[config.mk]
export PLATFORM = sky130hd
export DESIGN_NAME = mskaes_128bits_round_ctrl
export DESIGN_NICKNAME = d
export VERILOG_FILES = /design/src/rtl/mskaes_128bits_round_ctrl_pkg.sv /design/src/rtl/mskaes_128bits_round_ctrl.sv
export SDC_FILE = /design/constraint.sdc
export NUM_CORES = 1
export LEC_CHECK = 0
export ABC_AREA = 1
export BUFFER_PORTS_ARGS = -buffer_cell sky130_fd_sc_hd__buf_4
export CORE_UTILIZATION = 30
export CTS_BUF_LIST = sky130_fd_sc_hd__clkbuf_4 sky130_fd_sc_hd__clkbuf_8
export CTS_CLUSTER_SIZE = 30
export DETAILED_ROUTE_END_ITERATION = 8
export PLACE_DENSITY = 0.52
export SLEW_MARGIN = 0
export SYNTH_ARGS = -nofsm -noshare
export SYNTH_HDL_FRONTEND = slang
export SYNTH_SLANG_ARGS = --single-unit
[constraint.sdc]
create_clock -name clk -period 1.5 [get_ports clk]
set_input_delay 0 -clock clk [delete_from_list [all_inputs] [get_ports clk]]
set_output_delay 0 -clock clk [all_outputs]
set_load 0.02 [all_outputs]
[src/rtl/mskaes_128bits_round_ctrl_pkg.sv]
// Shared definitions for the masked AES-128 round sequencer.
//   state_e   : sequencer FSM state encoding
//   NROUNDS   : number of AES-128 rounds
//   ROUND_W   : width of the round index
//   RCON_INIT : RCON value used by round 1
package mskaes_128bits_round_ctrl_pkg;

    typedef enum logic [1:0] {
        ST_IDLE  = 2'd0,
        ST_INIT  = 2'd1,
        ST_ROUND = 2'd2,
        ST_DONE  = 2'd3
    } state_e;

    localparam int unsigned NROUNDS   = 10;
    localparam int unsigned ROUND_W   = 4;
    localparam int unsigned RCON_W    = 8;
    localparam logic [RCON_W-1:0] RCON_INIT = 8'h01;

    // Encryption in progress: input shares loaded or rounds running.
    function automatic logic is_busy(input state_e st);
        return (st == ST_INIT) || (st == ST_ROUND);
    endfunction

endpackage

[src/rtl/mskaes_128bits_round_ctrl.sv]
// Round sequencer for the 128-bit masked AES core.
// Drives the RCON delay pipeline, times the rounds against the S-box
// pipeline depth and wraps one encryption in valid/ready handshakes.
//   clk, rst                   : clock, synchronous active-high reset
//   in_valid / in_ready        : upstream handshake (new plaintext/key shares)
//   out_valid / out_ready      : downstream handshake (ciphertext shares)
//   rcon_to_pipe               : current RCON into the RCON delay pipeline
//   rcon_from_pipe             : xtime(RCON) returned by that pipeline
//   init                       : load input shares and apply AddRoundKey 0
//   round_en                   : state/key registers capture the round result
//   last_round                 : round 10, MixColumns bypassed
//   round_idx                  : current round 1..10, 0 outside rounds
//   busy                       : INIT or ROUND in progress
module mskaes_128bits_round_ctrl
    import mskaes_128bits_round_ctrl_pkg::*;
#(
    parameter int unsigned LATENCY = 6
) (
    input  logic                clk,
    input  logic                rst,
    input  logic                in_valid,
    output logic                in_ready,
    output logic                out_valid,
    input  logic                out_ready,
    output logic [RCON_W-1:0]   rcon_to_pipe,
    input  logic [RCON_W-1:0]   rcon_from_pipe,
    output logic                init,
    output logic                round_en,
    output logic                last_round,
    output logic [ROUND_W-1:0]  round_idx,
    output logic                busy
);

    localparam int unsigned CNT_W = (LATENCY > 1) ? $clog2(LATENCY) : 1;
    localparam logic [CNT_W-1:0] CNT_LAST = CNT_W'(LATENCY - 1);
    localparam logic [ROUND_W-1:0] IDX_LAST = ROUND_W'(NROUNDS);
    localparam logic [ROUND_W-1:0] IDX_FIRST = ROUND_W'(1);

    state_e              state_q, state_d;
    logic [CNT_W-1:0]    cnt_q, cnt_d;
    logic [RCON_W-1:0]   rcon_q, rcon_d;
    logic [ROUND_W-1:0]  idx_q, idx_d;

    logic in_ready_q,   in_ready_d;
    logic out_valid_q,  out_valid_d;
    logic init_q,       init_d;
    logic round_en_q,   round_en_d;
    logic last_round_q, last_round_d;
    logic busy_q,       busy_d;

    // Next-state, counters and RCON register update.
    always_comb begin
        state_d = state_q;
        cnt_d   = cnt_q;
        rcon_d  = rcon_q;
        idx_d   = idx_q;

        unique case (state_q)
            ST_IDLE: begin
                // in_ready is high throughout IDLE, so in_valid alone accepts.
                if (in_valid) begin
                    state_d = ST_INIT;
                end
            end
            ST_INIT: begin
                rcon_d  = RCON_INIT;
                idx_d   = IDX_FIRST;
                cnt_d   = '0;
                state_d = ST_ROUND;
            end
            ST_ROUND: begin
                if (cnt_q == CNT_LAST) begin
                    // Round boundary: pipeline output is xtime of the current RCON.
                    cnt_d  = '0;
                    rcon_d = rcon_from_pipe;
                    if (idx_q == IDX_LAST) begin
                        idx_d   = '0;
                        state_d = ST_DONE;
                    end else begin
                        idx_d = idx_q + IDX_FIRST;
                    end
                end else begin
                    cnt_d = cnt_q + CNT_W'(1);
                end
            end
            ST_DONE: begin
                if (out_ready) begin
                    state_d = ST_IDLE;
                end
            end
            default: begin
                state_d = ST_IDLE;
            end
        endcase
    end

    // Outputs are precomputed from next state so they leave the block registered.
    always_comb begin
        in_ready_d   = (state_d == ST_IDLE);
        out_valid_d  = (state_d == ST_DONE);
        init_d       = (state_d == ST_INIT);
        round_en_d   = (state_d == ST_ROUND) && (cnt_d == CNT_LAST);
        last_round_d = (state_d == ST_ROUND) && (idx_d == IDX_LAST);
        busy_d       = is_busy(state_d);
    end

    always_ff @(posedge clk) begin
        if (rst) begin
            state_q      <= ST_IDLE;
            cnt_q        <= '0;
            rcon_q       <= '0;
            idx_q        <= '0;
            in_ready_q   <= 1'b1;
            out_valid_q  <= 1'b0;
            init_q       <= 1'b0;
            round_en_q   <= 1'b0;
            last_round_q <= 1'b0;
            busy_q       <= 1'b0;
        end else begin
            state_q      <= state_d;
            cnt_q        <= cnt_d;
            rcon_q       <= rcon_d;
            idx_q        <= idx_d;
            in_ready_q   <= in_ready_d;
            out_valid_q  <= out_valid_d;
            init_q       <= init_d;
            round_en_q   <= round_en_d;
            last_round_q <= last_round_d;
            busy_q       <= busy_d;
        end
    end

    assign in_ready     = in_ready_q;
    assign out_valid    = out_valid_q;
    assign init         = init_q;
    assign round_en     = round_en_q;
    assign last_round   = last_round_q;
    assign busy         = busy_q;
    assign round_idx    = idx_q;
    assign rcon_to_pipe = rcon_q;

endmodule

# Word-level counts from Yosys, hierarchy flattened
# Cells that the tools add are included.
# classes
mux	12
n_addsub	2
n_reduce_logical	7
eq_ne	11
# op_table
cell	count
$pmux 8 s2	1
$eq 2x2->1 const B	4
$eq 4x4->1 const B	2
$mux 2	4
$mux 4	2
$mux 8	1
$pmux 2 s4	1
$pmux 4 s2	1
$eq 3x3->1 const B	2
$pmux 3 s2	1
$add 4x1->4 const B	1
$eq 2x1->1 const B	2
$logic_not 2->1	2
$add 3x1->3 const B	1
$mux 3	1
$logic_and 1x1->1	2
$ne 2x2->1 const B	1
$reduce_and 2->1	1
$reduce_bool 2->1	1
$logic_or 1x1->1	1
# totals
register_bits	23
wordCells	42
in_bits	12
output_inout_bits	18

# Longest topological paths before layout
# logic_depth
ltp_word	6
mapped_depth	10

# Least setup slack after synthesis
# Ideal clock, no wire load.
# synth_timing
kind	flip-flop to flip-flop
start	register state_q[0]
end	register round_en_q, in the netlist round_en
path_stages_with_launch	10
period_less_slack_ps	1454
setup_time_ps	64
setup_slack_ps	46
t_required_ps	1436
arrival_time_ps	1390
path_cell_list	dfxtp_1 inv_1 ha_1 inv_2 nand2_1 a21oi_1 nand2_4 inv_2 nand3_1 nor2_1
# synth_between
elab_chain_cells	5
# synth_lines
element	line	source
from (decl)	mskaes_128bits_round_ctrl.sv:39	state_e state_q, state_d;
from (signal assigned)	mskaes_128bits_round_ctrl.sv:120	state_q <= state_d;
$mux 2	mskaes_128bits_round_ctrl.sv:76	if (idx_q == IDX_LAST) begin
$mux 2	mskaes_128bits_round_ctrl.sv:72	if (cnt_q == CNT_LAST) begin
$pmux 2 s4	mskaes_128bits_round_ctrl.sv:58	unique case (state_q)
$eq 2x2->1	mskaes_128bits_round_ctrl.sv:102	round_en_d = (state_d == ST_ROUND) && (cnt_d == CNT_LAST);
$logic_and 1x1->1 (*)	mskaes_128bits_round_ctrl.sv:102	
to (signal assigned)	mskaes_128bits_round_ctrl.sv:127	round_en_q <= round_en_d;
to (decl)	mskaes_128bits_round_ctrl.sv:47	logic round_en_q, round_en_d;
# Every way passes the cells marked *; elsewhere a longest branch is shown, timed or not.
# A chain may end at the register's enable or synchronous reset.

# Worst setup path in the final report
# layout_timing
start	register state_q[1]
end	register last_round_q, in the netlist last_round
# layout_between
elab_chain_cells	5
# layout_lines
element	line	source
$mux 2	mskaes_128bits_round_ctrl.sv:76	
$mux 2	mskaes_128bits_round_ctrl.sv:72	
$pmux 2 s4	mskaes_128bits_round_ctrl.sv:58	
$eq 2x2->1	mskaes_128bits_round_ctrl.sv:103	last_round_d = (state_d == ST_ROUND) && (idx_d == IDX_LAST);
$logic_and 1x1->1 (*)	mskaes_128bits_round_ctrl.sv:103	
to (signal assigned)	mskaes_128bits_round_ctrl.sv:128	last_round_q <= last_round_d;
to (decl)	mskaes_128bits_round_ctrl.sv:48	logic last_round_q, last_round_d;
# Marked as above.

==> impl_results.md <==
- Hold violation total from the final report: 0
- Core region area: 3660 um^2
- Number of placement rows: 22
- # nets final: 222
- Detail Placement HPWL: 2.07 mm
- Avg Cell Area, Syn: 7.36 um^2
- Type of the setup path with the least slack: flop to flop
- Latest clock arrival within the worst-skew pair: 0.27 ns
- Worst clock skew on the final layout: 0.00817 ns
- Post-DR vias/cell: 4.75
- Clock period minus worst slack: 1.43 ns
- Width of the die: 63.7 um
- I/O pin total: 30
- Number of antenna violations at the first check in global routing: 0
- Sequential area share after synthesis: 40.4%
- Initial core utilization: 31.2%
- First-pass iteration count of the detailed router: 4
- Maximum clock frequency: 0.700 GHz
- Clock-pin transition on the worst setup and hold timing paths: 0.09 ns
- Synthesis-stage register bit count: 23
- Clk Tree Root Cell: clkbuf_8
- Vert. Die Dim: 63.7 um
- Kind of end point of the critical path: flop
- Worst-path maximum fanout: 4
- Dominant synthesized flop cell: dfxtp_1
- Total congestion overflow: 0
- Warnings, synthesis: 0
- Area growth, synth to finish: 45.8%
- Highest ir drop seen on vdd: 0.674 mV
- Power density over cell area: 1190 nW/um^2
- Layout fillers: 367
- Count of antenna-violating nets left after detailed routing: 0
- Level count of the clock H-tree: 1
- Final Cycle Share: 95.3%
- Most area-consuming cells after synthesis: dfxtp_1, nand2_1, nand3_1
- Library cells used by synthesis: 23
- Result of the run: finished, final reports clean
- Share of flip-flops with an asynchronous set or reset: 0%
- Die area: 4050 um^2
- Proportion of netlist area held by the largest area contributor: 40.4%
- Min-delay worst type: input port to flop
- Total leakage power: 0.769 nW
- Combined area of all synthesized cells: 1140 um^2
- Final non-filler cell total: 251
- Count of flip-flops with a built-in enable after synthesis: 0
- Maximum count of clock buffers along a single path: 2
- Arrival time at the worst endpoint: 1.64 ns
- Data required time of the worst path: 1.71 ns
- Number of DRC violations after detailed-routing iteration 0: 29
- Cell accounting for the most synthesized area: dfxtp_1
- Remaining routing DRC violations: 0
- Average wire length per cell after detail routing: 11.6 um
- Setup violators final: 0
- Most frequent cells after synthesis: nand2_1, dfxtp_1, nor2_1, nand3_1, inv_1
- Max-slew violation count: 0
- Global Route Usage Sum: 14.7%
- Nature of the critical path startpoint: flop
- Clock buffers created by TritonCTS: 3
- CTS tree: built
- Wire length of the first global-routing pass: 4.77 mm
- Buffers on Ports: 29
- Share of post-route cells with drive strength above 1: 35.5%
- Most repeated cell in the gate-level netlist after synthesis: nand2_1
- Tightest slew margin relative to the limit: 71.0%
- Via count of the routed design: 1,191
- Setup Total Neg Slack: 0 ns
- Final weighted congestion of routability-driven global placement: 0.823
- Via count of the first global-routing pass: 1,117
- Measured slew at the worst slew-check pin: 0.430 ns
- Pin count of the biggest net entering global routing: 20
- Post-synth net total: 173
- Post-synthesis cell count: 155
- Routed Wire Length: 2.91 mm
- Ant. Diodes: 0
- MaxCap Viol Count: 0
- Number of cells in the design after placement: 237
- Number of clock sinks: 23
==> cell families (layout without fill, tap and decap cells) <==
| family | count (synthesis) | in the layout | synth area share [%] |
|---|---|---|---|
| AND/OR/NAND/NOR | 86 | 86 | 37.1 |
| flip-flops | 23 | 23 | 40.4 |
| buffers and inverters | 22 | 70 | 7.35 |
| AO/OA/AOI/OAI | 18 | 18 | 8.66 |
| adder cells (fa/ha/maj) | 6 | 6 | 6.58 |
==> power breakdown <==
| group | leakage (nW) | switching (W) | total [W] | internal (W) |
|---|---|---|---|---|
| registers | 0.188 | 0.0000556 | 0.000745 | 0.000690 |
| clock network | 0.0255 | 0.000205 | 0.000390 | 0.000185 |
| logic | 0.556 | 0.000496 | 0.000852 | 0.000356 |
==> sequential cells by signal, summed over array words and instances (netlist names) <==
| register | cells |
|---|---|
| busy | 1 |
| in_ready | 1 |
| round_idx | 4 |
| round_en | 1 |
| out_valid | 1 |
| init | 1 |
| cnt_q | 3 |
| last_round | 1 |
| state_q | 2 |
| rcon_to_pipe | 8 |
==> worst max-delay path: stages (launching register included) <==
cell	delay [ns]
dfxtp_2	0.35
inv_1	0.14
ha_2	0.23
nor2_1	0.05
nand3_1	0.14
nand3_2	0.14
nor2_4	0.14
nand3_1	0.08
nor2_1	0.09
==> metrics by stage <==
| stage | utilization, % | total power [W] | hold slack (ns) | cell area (um^2) | worst slack [ns] |
|---|---|---|---|---|---|
| 6_report | 45.5 | 0.00199 | 0.0152 | 1660 | 0.0712 |
| 5_1_grt | 45.5 | 0.00212 | 0.0266 | 1660 | -0.0433 |
| 4_1_cts | 43.5 | 0.00189 | 0.00812 | 1590 | 0.00254 |
| 3_5_place_dp | 40.0 | 0.00145 | 0.272 | 1460 | -0.0329 |
| 3_3_place_gp | 40.0 | 0.00144 | 0.265 | 1460 | 0.0121 |
| 2_1_floorplan | - | 0.00119 | 0.147 | 1140 | 0.0459 |
==> metal layers <==
metal / wire, um / vias up / track usage [%]
li1: - / 597 / -
met1: 1300 / 568 / 17.8
met2: 1480 / 20 / 26.1
met3: 86 / 6 / 2.36
met4: 44 / 0 / 4.55
met5: 0 / - / 0
==> timing repair <==
item                                   4_1_cts  5_1_grt
setup endpoints to repair                    2       14
endpoints found under the hold margin        7        0
cloned                                       0        0
setup buffers                                0        3
pin swaps                                    0        6
gates resized for setup                      5       15
hold buffers                                 7        0
==> area by class of cell <==
class | count | area, um^2 | share of cell area, %
sequential | 23 | 463 | 27.8
inverter | 20 | 81.3 | 4.89
clock buffer | 3 | 41.3 | 2.48
clock inverter | 1 | 5.00 | 0.301
multi-input combinational | 110 | 651 | 39.1
timing repair buffer | 46 | 363 | 21.8
tap | 48 | 60.1 | 3.61
==> layout by cell type, fill, tap and decap left out, types with 2 or more instances in the layout <==
master,count
inv_1,12
nor2_4,2
nand2_1,36
nor2_1,18
nand3_2,2
dfxtp_2,2
o22ai_1,2
dlygate4sd3_1,7
ha_1,2
inv_2,6
ha_2,3
nand3_1,15
a21oi_2,3
a21oi_1,8
nand4_1,5
clkbuf_8,3
nor2_2,2
nand2_4,2
buf_4,39
dfxtp_1,21
==> final timing paths <==
path                     start         endpoint  slack, ns  depth (start not counted)
min          rcon_from_pipe[0]  rcon_to_pipe[0]       0.02                          3
min reg2reg    rcon_to_pipe[3]  rcon_to_pipe[3]       0.49                          2
max                 state_q[1]       last_round       0.07                          8
max reg2reg         state_q[1]       last_round       0.07                          8
(Power assumes the default switching activity.)
